<file path="src/rtl/dmux8_burst_scheduler_if.sv">
// Bundle for dmux8_burst_scheduler: one producer stream plus eight sink lanes.
// "master" is the scheduler's view, "slave" is the producer/sink environment's view.
interface dmux8_burst_scheduler_if #(
  parameter int WIDTH = 1
);
  logic [WIDTH-1:0] X;
  logic             X_VALID;
  logic             X_LAST;
  logic             X_READY;
  logic [WIDTH-1:0] OUT1;
  logic [WIDTH-1:0] OUT2;
  logic [WIDTH-1:0] OUT3;
  logic [WIDTH-1:0] OUT4;
  logic [WIDTH-1:0] OUT5;
  logic [WIDTH-1:0] OUT6;
  logic [WIDTH-1:0] OUT7;
  logic [WIDTH-1:0] OUT8;
  logic [7:0]       OUT_VALID;
  logic [7:0]       OUT_READY;
  logic [2:0]       s;
  logic             BUSY;

  modport master (
    input  X, X_VALID, X_LAST, OUT_READY,
    output X_READY, OUT1, OUT2, OUT3, OUT4, OUT5, OUT6, OUT7, OUT8,
    output OUT_VALID, s, BUSY
  );

  modport slave (
    output X, X_VALID, X_LAST, OUT_READY,
    input  X_READY, OUT1, OUT2, OUT3, OUT4, OUT5, OUT6, OUT7, OUT8,
    input  OUT_VALID, s, BUSY
  );
endinterface

</file>
<file path="src/rtl/dmux8_burst_scheduler.sv">
// Burst scheduler steering one valid/ready source onto 8 sinks through an external DMUX8Way.
// Optional macro DMUX8_SCHED_FIXED_PRIO_EN: grant search always starts at OUT1 (fixed priority).
//
// Handshake: a beat moves on a cycle where X_VALID && X_READY; X_READY is only
// ever high in LOCKED and then mirrors the selected sink's OUT_READY, so source
// and sink see the same transfer in the same cycle.
module dmux8_burst_scheduler #(
  parameter int WIDTH   = 1,
  parameter int BURST   = 4,
  parameter int TIMEOUT = 8
) (
  input  logic                    clk,
  input  logic                    reset_n,
  dmux8_burst_scheduler_if.master bus,
  output logic                    o_dbg_state
);
  localparam int BW = $clog2(BURST + 1);
  localparam int SW = (TIMEOUT > 0) ? $clog2(TIMEOUT + 1) : 1;

  typedef enum logic {ST_IDLE = 1'b0, ST_LOCKED = 1'b1} state_t;

  state_t          r_state;
  logic [2:0]      r_s;
  logic [2:0]      r_ptr;
  logic [BW-1:0]   r_beat_cnt;
  logic [SW-1:0]   r_stall_cnt;

  state_t          w_state_nxt;
  logic [2:0]      w_s_nxt;
  logic [2:0]      w_ptr_nxt;
  logic [BW-1:0]   w_beat_nxt;
  logic [SW-1:0]   w_stall_nxt;
  logic [2:0]      w_start;
  logic [2:0]      w_grant;
  logic            w_found;
  logic            w_xfer;
  logic            w_release;
  logic            w_x_ready;
  logic            w_busy;
  logic [7:0]      w_out_valid;
  logic [WIDTH-1:0] w_out [8];

`ifdef DMUX8_SCHED_FIXED_PRIO_EN
  assign w_start = 3'd0;
`else
  assign w_start = r_ptr;
`endif

  // Descending scan so the smallest offset from w_start wins.
  always_comb begin
    w_found = 1'b0;
    w_grant = w_start;
    for (int k = 7; k >= 0; k--) begin
      if (bus.OUT_READY[w_start + 3'(k)]) begin
        w_found = 1'b1;
        w_grant = w_start + 3'(k);
      end
    end
  end

  always_ff @(posedge clk) begin
    if (!reset_n) begin
      r_state     <= ST_IDLE;
      r_s         <= 3'd0;
      r_ptr       <= 3'd0;
      r_beat_cnt  <= '0;
      r_stall_cnt <= '0;
    end else begin
      r_state     <= w_state_nxt;
      r_s         <= w_s_nxt;
      r_ptr       <= w_ptr_nxt;
      r_beat_cnt  <= w_beat_nxt;
      r_stall_cnt <= w_stall_nxt;
    end
  end

  always_comb begin
    w_state_nxt = r_state;
    w_s_nxt     = r_s;
    w_ptr_nxt   = r_ptr;
    w_beat_nxt  = r_beat_cnt;
    w_stall_nxt = r_stall_cnt;
    w_xfer      = 1'b0;
    w_release   = 1'b0;
    w_x_ready   = 1'b0;
    w_busy      = 1'b0;
    w_out_valid = 8'd0;
    for (int n = 0; n < 8; n++) w_out[n] = '0;
    case (r_state)
      ST_IDLE: begin
        if (bus.X_VALID && w_found) begin
          w_state_nxt = ST_LOCKED;
          w_s_nxt     = w_grant;
          w_beat_nxt  = '0;
          w_stall_nxt = '0;
        end
      end
      ST_LOCKED: begin
        w_busy             = 1'b1;
        w_x_ready          = bus.OUT_READY[r_s];
        w_out_valid[r_s]   = bus.X_VALID;
        w_out[r_s]         = bus.X;
        w_xfer             = bus.X_VALID & bus.OUT_READY[r_s];
        if (w_xfer) begin
          w_stall_nxt = '0;
          if (bus.X_LAST || (r_beat_cnt == BW'(BURST - 1))) w_release = 1'b1;
          else w_beat_nxt = r_beat_cnt + 1'b1;
        end else begin
          if (r_stall_cnt != '1) w_stall_nxt = r_stall_cnt + 1'b1;
          // A stalled beat is left at the source; only the grant is dropped.
          if ((TIMEOUT != 0) && (r_stall_cnt == SW'(TIMEOUT - 1))) w_release = 1'b1;
        end
        if (w_release) begin
          w_state_nxt = ST_IDLE;
          w_beat_nxt  = '0;
          w_stall_nxt = '0;
`ifndef DMUX8_SCHED_FIXED_PRIO_EN
          w_ptr_nxt   = r_s + 3'd1;
`endif
        end
      end
      default: w_state_nxt = ST_IDLE;
    endcase
  end

  assign bus.X_READY   = w_x_ready;
  assign bus.OUT_VALID = w_out_valid;
  assign bus.s         = r_s;
  assign bus.BUSY      = w_busy;
  assign bus.OUT1      = w_out[0];
  assign bus.OUT2      = w_out[1];
  assign bus.OUT3      = w_out[2];
  assign bus.OUT4      = w_out[3];
  assign bus.OUT5      = w_out[4];
  assign bus.OUT6      = w_out[5];
  assign bus.OUT7      = w_out[6];
  assign bus.OUT8      = w_out[7];
  assign o_dbg_state   = r_state;
endmodule

</file>
<file path="src/flat_wrapper.sv">
// flat-port wrapper written by rule: the top's interface ports become plain ports
module dmux8_burst_scheduler_flat 
#(
  parameter int WIDTH   = 1,
  parameter int BURST   = 4,
  parameter int TIMEOUT = 8
)
  (clk, reset_n, o_dbg_state, bus_X, bus_X_VALID, bus_X_LAST, bus_OUT_READY, bus_X_READY, bus_OUT1, bus_OUT2, bus_OUT3, bus_OUT4, bus_OUT5, bus_OUT6, bus_OUT7, bus_OUT8, bus_OUT_VALID, bus_s, bus_BUSY);
  dmux8_burst_scheduler_if #(.WIDTH(WIDTH)) bus_i ();
  input  logic clk;
  input  logic reset_n;
  output logic o_dbg_state;
  input wire logic [$bits(bus_i.X)-1:0] bus_X;
  input wire logic [$bits(bus_i.X_VALID)-1:0] bus_X_VALID;
  input wire logic [$bits(bus_i.X_LAST)-1:0] bus_X_LAST;
  input wire logic [$bits(bus_i.OUT_READY)-1:0] bus_OUT_READY;
  output wire logic [$bits(bus_i.X_READY)-1:0] bus_X_READY;
  output wire logic [$bits(bus_i.OUT1)-1:0] bus_OUT1;
  output wire logic [$bits(bus_i.OUT2)-1:0] bus_OUT2;
  output wire logic [$bits(bus_i.OUT3)-1:0] bus_OUT3;
  output wire logic [$bits(bus_i.OUT4)-1:0] bus_OUT4;
  output wire logic [$bits(bus_i.OUT5)-1:0] bus_OUT5;
  output wire logic [$bits(bus_i.OUT6)-1:0] bus_OUT6;
  output wire logic [$bits(bus_i.OUT7)-1:0] bus_OUT7;
  output wire logic [$bits(bus_i.OUT8)-1:0] bus_OUT8;
  output wire logic [$bits(bus_i.OUT_VALID)-1:0] bus_OUT_VALID;
  output wire logic [$bits(bus_i.s)-1:0] bus_s;
  output wire logic [$bits(bus_i.BUSY)-1:0] bus_BUSY;
  assign bus_i.X = bus_X;
  assign bus_i.X_VALID = bus_X_VALID;
  assign bus_i.X_LAST = bus_X_LAST;
  assign bus_i.OUT_READY = bus_OUT_READY;
  assign bus_X_READY = bus_i.X_READY;
  assign bus_OUT1 = bus_i.OUT1;
  assign bus_OUT2 = bus_i.OUT2;
  assign bus_OUT3 = bus_i.OUT3;
  assign bus_OUT4 = bus_i.OUT4;
  assign bus_OUT5 = bus_i.OUT5;
  assign bus_OUT6 = bus_i.OUT6;
  assign bus_OUT7 = bus_i.OUT7;
  assign bus_OUT8 = bus_i.OUT8;
  assign bus_OUT_VALID = bus_i.OUT_VALID;
  assign bus_s = bus_i.s;
  assign bus_BUSY = bus_i.BUSY;
  dmux8_burst_scheduler #(.WIDTH(WIDTH), .BURST(BURST), .TIMEOUT(TIMEOUT)) u_core (.clk(clk), .reset_n(reset_n), .bus(bus_i), .o_dbg_state(o_dbg_state));
endmodule
</file>
<file path="config.mk">
export PLATFORM = sky130hd
export DESIGN_NAME = dmux8_burst_scheduler_flat
export DESIGN_NICKNAME = d
export VERILOG_FILES = /design/src/rtl/dmux8_burst_scheduler_if.sv /design/src/rtl/dmux8_burst_scheduler.sv /design/src/flat_wrapper.sv
export SDC_FILE = /design/constraint.sdc
export NUM_CORES = 1
export LEC_CHECK = 0
export ABC_AREA = 1
export BUFFER_PORTS_ARGS = -buffer_cell sky130_fd_sc_hd__buf_2
export CORE_ASPECT_RATIO = 1.2
export CORE_MARGIN = 4
export CORE_UTILIZATION = 45
export DETAILED_ROUTE_END_ITERATION = 8
export PLACE_DENSITY_LB_ADDON = 0.3
export SKIP_CTS_REPAIR_TIMING = 1
export SLEW_MARGIN = 20
export SYNTH_ARGS = -nofsm -noshare
export SYNTH_HDL_FRONTEND = slang
export SYNTH_SLANG_ARGS = --single-unit
</file>
<file path="constraint.sdc">
create_clock -name clk -period 2.1 [get_ports clk]
set_input_delay 0.105 -clock clk [delete_from_list [all_inputs] [get_ports clk]]
set_output_delay 0.105 -clock clk [all_outputs]
set_load 0.005 [all_outputs]
</file>
==> run summary <==
### Drt
• Met1 Wirelength: 1950 um
• first-pass iteration count of the detailed router: 4
• routed wire length: 4530 um
• drt wl/cell: 13.4 um
• number of nets with antenna violations after routing: 0
• sum of met3 wire segment lengths after detailed routing: 248 um
• top layer used by detailed routing: met4
• DRT iter0 DRCs: 118
• WL met2: 2270 um
• via/cell ratio: 5.43
• # DRC: 0
• Vias: 1837

### Die
• Die Wd: 63.0 um
• Core Region: 0.00342 mm2
• count of boundary I/O pins: 35
• vertical die dimension: 74.0 um
• area enclosed by the die boundary: 0.00466 mm2
• Initial Util: 0.477
• number of cell rows: 23

### Timing
• least setup slack across all paths after layout: 0.119 ns
• final setup skew: 0.00127 ns
• ratio of final minimum period to clock period: 0.943
• worst-case headroom to the max-slew limit: 0.677
• setup violators final: 0
• shortest clock period the worst path allows after layout: 1.98 ns
• final-report max-slew violation count: 0
• timing-limited maximum frequency: 0.505 GHz
• actual slew at the worst max-slew pin: 0.484 ns
• final hold violation count: 0
• Setup TNS: 0 ns

### Clocking
• clock tree from TritonCTS: yes
• Num CTS Buffers: 3
• worst skew pair latency: 0.25 ns
• clock root buffer master: clkbuf_8
• H-tree lvl count: 1
• Worst-path clk slew: 0.06 ns
• number of clock sinks: 14
• maximum clock insertion buffer count: 2

### Setup path
• FF-to-FF path depth: 14
• capturing element type of the critical path: flip-flop
• cell with the largest stage delay on the worst path: dfxtp_2
• startpoint class of the critical path: flip-flop
• reg2reg setup slack: 0.12 ns
• delay-heaviest family, CP: simple AND/OR/NAND/NOR gates
• Worst R2R Start: u_core.r_ptr[0]
• Arr. time, crit path: 2.13 ns
• most repeated library cell on the critical path: nor2_1
• Slowest Stage Delay on Critical Path: 0.33 ns
• WS Path Type: reg2reg
• worst-path maximum fanout: 9
• cells along the critical path: buf_4 -> ha_2 -> xnor2_2 -> nand3_2 -> nand2_4 -> nor2_4 -> nand4_2 -> nor2_1 -> nor2_2 -> nand2_4 -> inv_2 -> nand2_1 -> nor2_1 -> nor2_1
• CP Buf/Inv Count: 2
• capture instance of the worst register-to-register path: u_core.bus.s[0]
• required time of the critical path: 2.25 ns

### Power and ir drop
• PD cells: 593 mW/mm2
• maximum ir drop on the vdd rail: 0.463 mV
• leakage component of the power: 1.02 nW

### Layout
• Synth-to-Final Area Change: 19.9%
• fraction of final layout cells with drive strength greater than 1: 0.332
• number of antenna repair diodes: 0
• Final #Nets: 321
• post-route cell area: 0.00196 mm2

### Logic synthesis
• count of distinct cell types in the synthesized netlist: 29
• sequential cell area fraction in the yosys report: 0.172
• total number of yosys warnings: 0
• Mean Syn Cell Area: 6.17 um2
• syn nets: 284
• total standard cell area after synthesis: 0.00163 mm2
• post-synthesis cell count: 265
• FF+latch count, synth: 14

### Min path
• worst min-delay path startpoint: reset_n
• worst min-delay path category: in2reg
• number of instances on the worst hold path: 3
• Hold Path End: u_core.bus.s[2]

### Global route
• Total Routing Usage GR: 0.199
• maximum number of pins on one net before global-route repair: 14
• Overflow after GRT: 0
• vias in the first global route: 1729
• initial antenna violation count: 0
• first-pass GRT wire length: 7560 um

### Run status
• status: completed

### Placed design
• detailed-placement wirelength estimate: 3560 um
• global placer's final weighted congestion: 0.913
• post-placement cell area: 0.00183 mm2
• Place WS: 0.0524 ns
• IO Port Bufs: 34

### Run
• Max-cap violations: 0

==> tightest hold or removal path, delay by kind of cell <==
kind                   cells  cell delay, ns
buffers and inverters      1            0.16
AND/OR/NAND/NOR            1            0.08
AO/OA/AOI/OAI              1            0.03
==> cells by family (layout without fill, tap and decap cells) <==
| logic type | after synthesis | count (layout) | synth area share |
|---|---|---|---|
| compound gates | 33 | 33 | 0.107 |
| buf+inv | 41 | 77 | 0.119 |
| xor+xnor | 4 | 4 | 0.0214 |
| fa+ha+maj | 6 | 6 | 0.0459 |
| flops | 14 | 14 | 0.172 |
| simple gates | 167 | 167 | 0.535 |
==> report_power, final <==
part           switching, mW  internal [mW]
sequential            0.0335          0.286
clock                  0.112          0.167
combinational          0.364          0.199
==> cell usage after synthesis (all sizes together) <==
| cell type | n | area [um2] |
|---|---|---|
| nor2 | 32 | 130 |
| xor2 | 3 | 26.3 |
| buf | 5 | 53.8 |
| clkbuf | 2 | 7.51 |
| ha | 6 | 75.1 |
| a21oi | 22 | 114 |
| xnor2 | 1 | 8.76 |
| nand4 | 6 | 50.0 |
| a31oi | 1 | 6.26 |
| o21ai | 6 | 30.0 |
| nand3 | 57 | 350 |
| dfxtp | 14 | 280 |
| and3 | 1 | 6.26 |
| nand2 | 70 | 333 |
| inv | 34 | 133 |
| o22ai | 4 | 25.0 |
| nor3 | 1 | 5.00 |
==> through the flow <==
step | cells | hold WS [ns] | util | power (mW)
6_report | 338 | 0.166 | 0.572 | 1.16
3_3_place_gp | 333 | 0.428 | 0.535 | 0.856
2_1_floorplan | 265 | 0.409 | - | 0.735
4_1_cts | 337 | 0.156 | 0.551 | 1.13
5_1_grt | 338 | 0.181 | 0.572 | 1.24
3_5_place_dp | 333 | 0.421 | 0.535 | 0.856
==> layout make-up <==
class | count | area, um2
fillers | 325 | 1470
multi-input cells | 210 | 1230
flip-flops and latches | 14 | 285
repair buffers | 39 | 211
inverters | 34 | 135
clock buffers | 4 | 55.1
well taps | 37 | 46.3
==> worst max-delay path by stage <==
| stage | from | slack, ns | endpoint | cells past startpoint |
|---|---|---|---|---|
| after floorplan | u_core.r_ptr[0] | 0.03 | u_core.r_stall_cnt[1] | 16 |
| after global placement | u_core.r_ptr[1] | 0.1 | u_core.bus.s[0] | 14 |
| after detailed placement | u_core.r_ptr[0] | 0.05 | u_core.bus.s[0] | 14 |
| after CTS | u_core.r_ptr[0] | 0.04 | u_core.bus.s[0] | 14 |
| after global routing | u_core.bus.s[1] | -0.006 | u_core.r_stall_cnt[3] | 12 |
| final | u_core.r_ptr[0] | 0.12 | u_core.bus.s[0] | 14 |
==> state kept, by name (all words and copies together), names as in the netlist <==
name / cells
u_core.r_stall_cnt: 4
u_core.bus.s: 3
u_core.r_beat_cnt: 3
u_core.r_ptr: 3
u_core.o_dbg_state: 1
==> per-layer routing <==
metal / GRT usage / up-vias
li1: - / 944
met4: 0.0809 / 0
met1: 0.240 / 830
met5: 0 / -
met3: 0.0347 / 10
met2: 0.353 / 53
==> cells in the final DEF (no fill, tap or decap), types with 3 or more instances in the layout <==
cell / instances
a21oi_1: 21
buf_2: 34
buf_4: 4
clkbuf_8: 4
dfxtp_1: 10
dfxtp_2: 4
ha_1: 4
inv_1: 27
inv_2: 4
inv_4: 3
nand2_1: 53
nand2_2: 11
nand2_4: 6
nand3_1: 38
nand3_2: 19
nand4_1: 4
nor2_1: 30
o21ai_1: 4
o22ai_1: 4
(Power assumes the default switching activity.)
